**src/rtl/face_turn_driver.sv**
```systemverilog
// Face quarter-turn executor: decodes a move code, enables one stepper
// driver, emits a fixed step train, settles, then pulses move_done.
module face_turn_driver #(
  parameter int STEPS_PER_TURN     = 50,
  parameter int STEP_HIGH_CYCLES   = 50,
  parameter int STEP_PERIOD_CYCLES = 25000,
  parameter int DIR_SETUP_CYCLES   = 25,
  parameter int SETTLE_CYCLES      = 250000
) (
  input  logic       clock,
  input  logic       reset_n,
  input  logic [3:0] next_move,
  input  logic       move_start,
  output logic       move_done,
  output logic       busy,
  output logic       dir_pin,
  output logic       step_pin,
  output logic [5:0] en_pins
);

  localparam int LOW_CYCLES = STEP_PERIOD_CYCLES - STEP_HIGH_CYCLES;
  localparam int M0 = (DIR_SETUP_CYCLES > STEP_HIGH_CYCLES)
                    ? DIR_SETUP_CYCLES : STEP_HIGH_CYCLES;
  localparam int M1 = (M0 > LOW_CYCLES) ? M0 : LOW_CYCLES;
  localparam int MAXC = (M1 > SETTLE_CYCLES) ? M1 : SETTLE_CYCLES;
  localparam int TW = (MAXC < 2) ? 1 : $clog2(MAXC + 1);
  localparam int SW = (STEPS_PER_TURN < 2) ? 1 : $clog2(STEPS_PER_TURN + 1);

  localparam logic [TW-1:0] SETUP_LAST  = TW'(DIR_SETUP_CYCLES - 1);
  localparam logic [TW-1:0] HIGH_LAST   = TW'(STEP_HIGH_CYCLES - 1);
  localparam logic [TW-1:0] LOW_LAST    = TW'(LOW_CYCLES - 1);
  localparam logic [TW-1:0] SETTLE_LAST = TW'(SETTLE_CYCLES - 1);
  localparam logic [SW-1:0] STEPS_L     = SW'(STEPS_PER_TURN);

  typedef enum logic [2:0] {
    IDLE, ENABLE, STEP_HIGH, STEP_LOW, SETTLE, DONE
  } state_t;

  state_t        state, state_d;
  logic [TW-1:0] timer, timer_d;
  logic [SW-1:0] steps, steps_d, steps_inc;
  logic          start_q;
  logic          start_edge, code_ok;
  logic          done_d, busy_d, dir_d, step_d;
  logic [5:0]    en_d;

  assign start_edge = move_start & ~start_q;
  assign code_ok    = (next_move[3:1] != 3'd0) && (next_move[3:1] != 3'd7);
  assign steps_inc  = steps + 1'b1;

  always_ff @(posedge clock or negedge reset_n) begin
    if (!reset_n) begin
      state     <= IDLE;
      timer     <= '0;
      steps     <= '0;
      start_q   <= 1'b0;
      move_done <= 1'b0;
      busy      <= 1'b0;
      dir_pin   <= 1'b0;
      step_pin  <= 1'b0;
      en_pins   <= 6'b111111;
    end else begin
      state     <= state_d;
      timer     <= timer_d;
      steps     <= steps_d;
      start_q   <= move_start;
      move_done <= done_d;
      busy      <= busy_d;
      dir_pin   <= dir_d;
      step_pin  <= step_d;
      en_pins   <= en_d;
    end
  end

  always_comb begin
    state_d = state;
    timer_d = timer + 1'b1;
    steps_d = steps;
    done_d  = 1'b0;
    busy_d  = busy;
    dir_d   = dir_pin;
    step_d  = step_pin;
    en_d    = en_pins;
    unique case (state)
      IDLE: begin
        timer_d = '0;
        if (start_edge) begin
          busy_d = 1'b1;
          if (code_ok) begin
            state_d = ENABLE;
            steps_d = '0;
            dir_d   = ~next_move[0];
            en_d    = ~(6'b000001 << (next_move[3:1] - 3'd1));
          end else begin
            state_d = DONE;
          end
        end
      end
      ENABLE: begin
        if (timer == SETUP_LAST) begin
          state_d = STEP_HIGH;
          timer_d = '0;
          step_d  = 1'b1;
        end
      end
      STEP_HIGH: begin
        if (timer == HIGH_LAST) begin
          state_d = STEP_LOW;
          timer_d = '0;
          step_d  = 1'b0;
        end
      end
      STEP_LOW: begin
        if (timer == LOW_LAST) begin
          timer_d = '0;
          steps_d = steps_inc;
          if (steps_inc == STEPS_L) begin
            state_d = SETTLE;
          end else begin
            state_d = STEP_HIGH;
            step_d  = 1'b1;
          end
        end
      end
      SETTLE: begin
        if (timer == SETTLE_LAST) begin
          state_d = DONE;
          timer_d = '0;
          en_d    = 6'b111111;
          done_d  = 1'b1;
        end
      end
      DONE: begin
        // invalid codes arrive here with done low and pulse it one cycle later
        timer_d = '0;
        if (move_done) begin
          state_d = IDLE;
          busy_d  = 1'b0;
        end else begin
          done_d  = 1'b1;
        end
      end
      default: begin
        state_d = IDLE;
        timer_d = '0;
      end
    endcase
  end

endmodule

```
**config.mk**
```make
export PLATFORM = sky130hd
export DESIGN_NAME = face_turn_driver
export DESIGN_NICKNAME = d
export VERILOG_FILES = /design/src/rtl/face_turn_driver.sv
export SDC_FILE = /design/constraint.sdc
export NUM_CORES = 1
export LEC_CHECK = 0
export ABC_AREA = 0
export CORE_MARGIN = 1.5
export CORE_UTILIZATION = 57
export CTS_CLUSTER_DIAMETER = 120
export DETAILED_ROUTE_END_ITERATION = 12
export PLACE_DENSITY = 0.79
export RECOVER_POWER = 50
export SLEW_MARGIN = 20
export SYNTH_ARGS = -nofsm -noshare
export SYNTH_HDL_FRONTEND = slang
export SYNTH_SLANG_ARGS = --single-unit
```
**constraint.sdc**
```tcl
create_clock -name clock -period 3.4 [get_ports clock]
set_input_delay 0.34 -clock clock [delete_from_list [all_inputs] [get_ports clock]]
set_output_delay 0.34 -clock clock [all_outputs]
set_load 0.005 [all_outputs]
```
After elaboration in Yosys (flattened, before gate mapping) --
Index checks and enable logic that the tools add are counted.
Word-level totals: register bits 38, bits of input ports 7, output and inout port bits 10, logic and storage cells 82
Cells by class: $add $sub $neg 3, eq/ne operators 19, shift operators 1, mux-type cells 33, bitwise operators 4, reduce and logical (&&, ||, !) cells 13
Operators by type and width (count):
- 18-bit 2-to-1 mux | 4
- 18-bit one-hot mux with 4 select lines | 1
- 6-bit 2-to-1 mux | 6
- 3-bit 2-to-1 mux | 8
- 6-bit one-hot mux with 2 select lines | 2
- 18-bit by 1-bit adder with 18-bit output, second input constant | 1
- 18-bit by 15-bit equality test with 1-bit output, second input constant | 1
- 18-bit equality test, second input constant | 1
- 18-bit by 5-bit equality test with 1-bit output, second input constant | 1
- 18-bit by 6-bit equality test with 1-bit output, second input constant | 1
- 3-bit one-hot mux with 6 select lines | 1
- 2-bit != test, second input constant | 8
- 1-bit 2-to-1 mux | 8
- 4-bit AND reduction | 2
- 6-bit by 1-bit adder with 6-bit output, second input constant | 1
- 3-bit by 2-bit equality test with 1-bit output, second input constant | 2
- 3-bit equality test, second input constant | 2
- 6-bit equality test, second input constant | 1
- 6-bit NOT | 1
- 3-bit AND reduction | 2
- 6-bit AND reduction | 1
- 2-bit nonzero test | 3
- 3-bit nonzero test | 2
- 1-bit by 3-bit left shift with 6-bit output, first input constant | 1
- 10 further kinds | 12

Longest topological paths before layout --
Gate-level depths: netlist of run 1.
depth in word-level cells 6, mapped depth 9, mapped depth without buffers 8

Worst setup path before layout of run 1 --
No wires, ideal clock.
path type register to register, start reg timer[12], end reg state[0], setup time 127 ps, arrival time 2444 ps, slack 828 ps, cell stages (with the launch flop) 7, path buffers 0, period minus slack after synthesis 2572 ps, cell sequence dfrtp_1 or4_4 nor4_4 a21oi_1 a2111oi_4 o21a_1 mux2_1
On the way: longest elaborated chain between the ends 3
Ends and longest elaborated chain:
- from (decl) | RTL line 40 | logic [TW-1:0] timer, timer_d;
- from (signal assigned) | RTL line 64 | timer <= timer_d;
- 18-bit equality test (tied with other cells) | RTL line 126 | if (timer == SETTLE_LAST) begin
- 2-bit != test (no line)
- 6-bit AND reduction (no line) (*)
- to (signal assigned) | RTL line 63 | state <= state_d;
- to (decl) | RTL line 39 | state_t state, state_d;
Mark *: on every way between the ends. The rest lies on a longest branch, timed or not. A chain may end at the register's enable or synchronous reset.

Final worst setup path of run 1 --
Ends and elaborated chain as after synthesis.

==> results.yml, run 1 <==
yosys:
  ys_async_sr_fraction_pct: 100.0
  synth_top_area_share_pct: 38.51
  synth_area_um2: 2079
  ys_ff_latch: 38
  synth_edf_count: 0
  synth_top_area_cell: "dfrtp_1"
  postSynthAreaPerCell_um2: 9.161
  synth_nets: 240
  ys_warn_count: 0
  ys_seq_area_share_pct: 46.09
  yosysUniqueCellTypes: 37
  synth_top_flop_cell: "dfrtp_1"
  syn_inst: 227
  synth_area_leaders: "dfrtp_1 39%, dfstp_2 7.6%, nor2_1 6.3%"
timing:
  fin_crit_sh_pct: 73.94
  finalSetupTns_ps: 0
  fmax_ghz: 0.3978
  worst_slack_ps: 886.1
  worst_pin_slew_ps: 1937
  max_slew_margin_pct: -29.16
  setup_violations: 0
  rsz0062_at_grt: "no"
  period_needed_ps: 2514
  slew_violations: 39
  hold_viol_final: 0
  fin_skew_ps: 8.788
clocking:
  ctsResizeCount: 0
  clk_latency_ps: 350
  root_buffer: "clkbuf_4"
  cts-hold-fix-buffers: 0
  post_cts_buffers: 0
  clock-sinks: 38
  clk_pin_slew_ps: 110
  cts_max_path_buffers: 2
  cts_tree: "built"
  h-tree-depth: 2
  cts_buffers: 5
min_path:
  hold_start: "en_pins[1]"
  holdCritPathClass: "reg2reg"
global_route:
  grt_pass1_wl_um: 7203
  grt_max_degree: 39
  grt_pass1_vias: 1607
  gr-total-overflow: 0
  grt_antenna_before_repair: 0
  grt_usage_pct: 23.07
drt:
  dr.first_iter.drc_count: 119
  antenna_left: 0
  first_pass_iters: 4
  drc: 0
  routedWlPerCell_um: 13.49
  via_per_inst: 5.696
  routed_wl_um: 3899
  num_vias: 1646
placement:
  dp_slack_ps: 897.8
  io_buffers: 16
  hpwl_um: 2748
  gp_congestion: 0.8449
floorplanning:
  start_util_pct: 60.88
  dieWidth_um: 63.40
  core_um2: 3416
  num_rows: 21
  io_pins: 17
  die-area_um2: 4020
  fp.dieH_um: 63.40
critical_path:
  cp-end-kind: "flip-flop"
  path_class: "reg2reg"
  timing.rr.start: "timer[12]"
  cp.required_ps: 3650
  startpoint: "timer[12]"
  critPathLaunchType: "flip-flop"
  crit_fanout: 6
  critPathArrivalTime_ps: 2760
cells_and_area:
  area_delta_synth_final_pct: 14.38
  nNetsFinal: 255
  fillerInstances: 255
  antenna_cells: 0
  drive_gt1_share_pct: 9.053
pwr:
  power_density_nw_per_um2: 719.4
  vdd_drop_max_mv: 0.4005
  p_leak_nw: 1.044
flow_run:
  maxCapViolCount: 1
run_status:
  outcome: "finished, violations left"
  violations: "capacitance limit, slew limit"
==> power by group <==
| part | switching, mW | internal, mW | leakage, nW |
|---|---|---|---|
| Combinational | 0.306 | 0.284 | 0.501 |
| Clock | 0.151 | 0.249 | 0.0585 |
| Sequential | 0.139 | 0.582 | 0.485 |
| Total | 0.596 | 1.12 | 1.04 |
==> final timing paths <==
path	slack [ps]	cells after the start	to
worst min register to register	470	2	en_pins[1]
worst max-delay path	890	6	state[0]
worst max register to register	890	6	state[0]
max in group asynchronous	1770	1	steps[2]
min in group asynchronous	510	1	timer[2]
worst min-delay path	470	2	en_pins[1]
==> worst max-delay path, stage by stage, from the launching register on <==
cell	delay, ps
dfrtp_1	450
or4_4	570
nor4_4	330
a21oi_1	200
a2111oi_4	330
o21a_1	210
mux2_1	320
==> through the flow <==
stage / util, % / power, mW / std cells / area [um2] / hold slack [ps]
after floorplan: - / 1.112 / 227 / 2079 / 44.41
after global placement: 66.41 / 1.305 / 281 / 2268 / 448.5
after detailed placement: 66.41 / 1.328 / 281 / 2268 / 455.0
after CTS: 69.67 / 1.732 / 289 / 2380 / 77.04
after global routing: 69.63 / 1.855 / 289 / 2379 / 497.0
final: 69.63 / 1.711 / 289 / 2379 / 468.0
==> sequential cells by signal, summed over array words and instances, names as in the netlist <==
register   cells
move_done      1
start_q        1
state          3
en_pins        6
dir_pin        1
steps          6
busy           1
step_pin       1
timer         18
==> metal layers <==
metal  wire length (um)  track usage [%]  share of wire, %
met1               1834            30.04                47
met2               1843            36.58                47
met5                  0                0                 0
met3                154            6.607               3.9
met4                 65            8.696               1.7
==> cell families (layout without fill, tap and decap cells) <==
| kind of cell | Yosys count | count (layout) | share of synthesized area (%) |
|---|---|---|---|
| multiplexers | 4 | 4 | 2.166 |
| AND/OR/NAND/NOR | 107 | 107 | 26.11 |
| buffers and inverters | 23 | 39 | 4.212 |
| adder cells (fa/ha/maj) | 6 | 6 | 3.610 |
| AO/OA/AOI/OAI | 29 | 29 | 9.387 |
| flip-flops | 38 | 38 | 46.09 |
| XOR/XNOR | 20 | 20 | 8.424 |
==> cell type report <==
class                   count  area, um2  share of cell area, %
repair buffers             18      168.9                  7.102
multi-input cells         166       1033                  43.45
clock buffers               6      51.30                  2.157
flip-flops and latches     38      958.4                  40.29
clock inverters             2      60.06                  2.525
well taps                  46      57.56                  2.420
inverters                  13      48.80                  2.052
==> placed cells by master (no fill, tap or decap), types with 6 or more instances in the layout <==
cell type,count
a21oi_1,9
nand4_1,8
nand2_1,18
xor2_1,12
dfrtp_1,32
xnor2_1,8
nor2_1,35
dfstp_2,6
ha_1,6
o21ai_0,10
inv_1,13
nand3_1,15
clkdlybuf4s50_1,11
==> cell usage after synthesis (2+ instances only) <==
cell type  instances
nor2b_1            2
xor2_1            12
nor2_1            35
dfstp_2            6
nor4b_1            3
mux2_1             2
nor3_1             5
nand4_1            8
mux2_2             2
inv_1             13
o21a_1             2
nor3b_1            2
nor4_1             5
nand3_1           15
nand2b_1           5
ha_1               6
nand2_1           18
a21oi_1            9
clkbuf_1           9
xnor2_1            8
or3_1              3
o21ai_0           10
and3_1             2
dfrtp_1           32
No activity file was read; power rests on OpenSTA's default activity.
==> run 2: changes to the inputs <==
==> constraint.sdc (replaced) <==
create_clock -name clock -period 2.6 [get_ports clock]
set_input_delay 0.26 -clock clock [delete_from_list [all_inputs] [get_ports clock]]
set_output_delay 0.26 -clock clock [all_outputs]
set_load 0.005 [all_outputs]
==> results.yml, run 2 (synthesis results as in run 1) <==
run_status:
  outcome: "finished, violations left"
  violations: "capacitance limit, slew limit"
floorplanning:
  die-area_um2: 4020
  fp.dieH_um: 63.40
  num_rows: 21
  core_um2: 3416
  start_util_pct: 60.88
  io_pins: 17
  dieWidth_um: 63.40
timing:
  rsz0062_at_grt: "no"
  fmax_ghz: 0.4179
  slew_violations: 39
  hold_viol_final: 0
  setup_violations: 0
  finalSetupTns_ps: 0
  period_needed_ps: 2393
  max_slew_margin_pct: -25.26
  fin_skew_ps: 4.720
  fin_crit_sh_pct: 92.03
  worst_pin_slew_ps: 1879
drt:
  first_pass_iters: 4
  routed_wl_um: 3882
  routedWlPerCell_um: 13.29
  antenna_left: 0
  dr.first_iter.drc_count: 91
  drc: 0
  num_vias: 1629
  via_per_inst: 5.579
pwr:
  power_density_nw_per_um2: 860.3
  switchingPower_uw: 768.3
  sequentialPowerShare_pct: 46.8
  power_report.internal_total_mw: 1.249
  p_leak_nw: 1.025
  vdd_drop_max_mv: 0.4338
  power_frac_comb_pct: 39.2
  clockPowerShare_pct: 14.0
  power.share.switching_pct: 38.09
cells_and_area:
  antenna_cells: 0
  largest_reg_flops: 18
  regMostFlops: "timer"
  layout_commonest_cell: "nor2_1"
  mostFrequentLayoutCells: "35 x nor2_1, 32 x dfrtp_1, 18 x nand2_1"
  drive_gt1_share_pct: 8.943
  area_delta_synth_final_pct: 12.76
  fin_cells: 292
  largestRegisters: "timer (18), en_pins (6), steps (6)"
  nNetsFinal: 258
min_path:
  whs_path_depth: 2
  holdCritPathClass: "reg2reg"
  hold_start: "en_pins[0]"
clocking:
  clk_pin_slew_ps: 100
  cts_max_path_buffers: 2
  clock-sinks: 38
  clk_latency_ps: 340
  cts_buffers: 5
  cts_tree: "built"
  root_buffer: "clkbuf_4"
  h-tree-depth: 2
critical_path:
  cpMaxStageDelayCell: "dfrtp_1"
  startpoint: "timer[9]"
  timing.rr.start: "timer[9]"
  crit_fanout: 5
  critPathArrivalTime_ps: 2630
  cp-end-kind: "flip-flop"
  slowest_delay_ps: 450
  path_class: "reg2reg"
  crit_chain: "or3_1, nor3_1, nand2_1, a2111oi_4, o21a_1, mux2_1"
  critPathLaunchType: "flip-flop"
  r2r_cells: 6
  cp.required_ps: 2830
placement:
  gp_congestion: 0.8224
  dp.cells: 283
  hpwl_um: 2771
  io_buffers: 16
global_route:
  grt_pass1_vias: 1554
  grt_usage_pct: 22.33
  grt_antenna_before_repair: 0
  grt_pass1_wl_um: 6913
  gr-total-overflow: 0
  grt_max_degree: 39
flow_run:
  maxCapViolCount: 1
## run 2: cell count changes in the layout (fill, tap and decap cells not counted)
cell,before,now
a21oi_1,9,8
a21oi_2,1,2
buf_4,2,4
bufinv_16,2,0
clkbuf_1,1,4
clkbuf_8,1,0
dlygate4sd3_1,4,5
## run 2: area by class of cell
cell class                      instances  area, um2
Clock buffer                            8      48.80
Sequential cell                        38      958.4
Tap cell                               46      57.56
Timing Repair Buffer                   21      193.9
Inverter                               13      48.80
Fill cell                             283       1071
Multi-Input combinational cell        166       1037
## run 2: final timing paths
path / end / slack (ps)
worst min register to register: en_pins[0] / 460
max in group asynchronous: state[1] / 560
worst min-delay path: en_pins[0] / 460
worst max-delay path: state[2] / 210
min in group asynchronous: move_done / 960
worst max register to register: state[2] / 210
## run 2: per-layer routing
layer  share of wire, %  global-route usage, %
met5                  0                      0
met4                2.4                  11.14
met3                3.7                  5.357
met2                 45                  34.34
met1                 49                  29.57
## run 2: critical path, delay by kind of cell (launching register included)
family          cells  cell delay, ps
compound gates      2             610
flops               1             450
mux                 1             330
simple gates        3             900
## run 2: through the flow
stage               hold WS, ps  util, %  setup WS, ps  total power [mW]  instance area (um2)
floorplan                -35.59        -         28.13             1.454                 2079
global placement          395.3    66.85         213.5             1.701                 2283
detailed placement        390.2    66.85         164.1             1.736                 2283
CTS                       375.9    68.57         150.8             2.024                 2342
global route              481.0    68.64         41.18             2.189                 2345
finish                    462.4    68.64         207.2             2.017                 2345
## run 2: repair_timing
item	4_1_cts	5_1_grt
setup endpoints to repair	0	2
gates resized for setup	0	1
hold buffers	1	0
setup buffers	0	0
endpoints found under the hold margin	5	0
## run 2: power by group through the flow
stage | logic, mW | clock network, mW | registers [mW]
2_1_floorplan | 0.576 | 0 | 0.878
3_3_place_gp | 0.761 | 0 | 0.939
3_5_place_dp | 0.786 | 0 | 0.950
4_1_cts | 0.789 | 0.295 | 0.940
5_1_grt | 0.897 | 0.321 | 0.971
6_report | 0.791 | 0.282 | 0.944
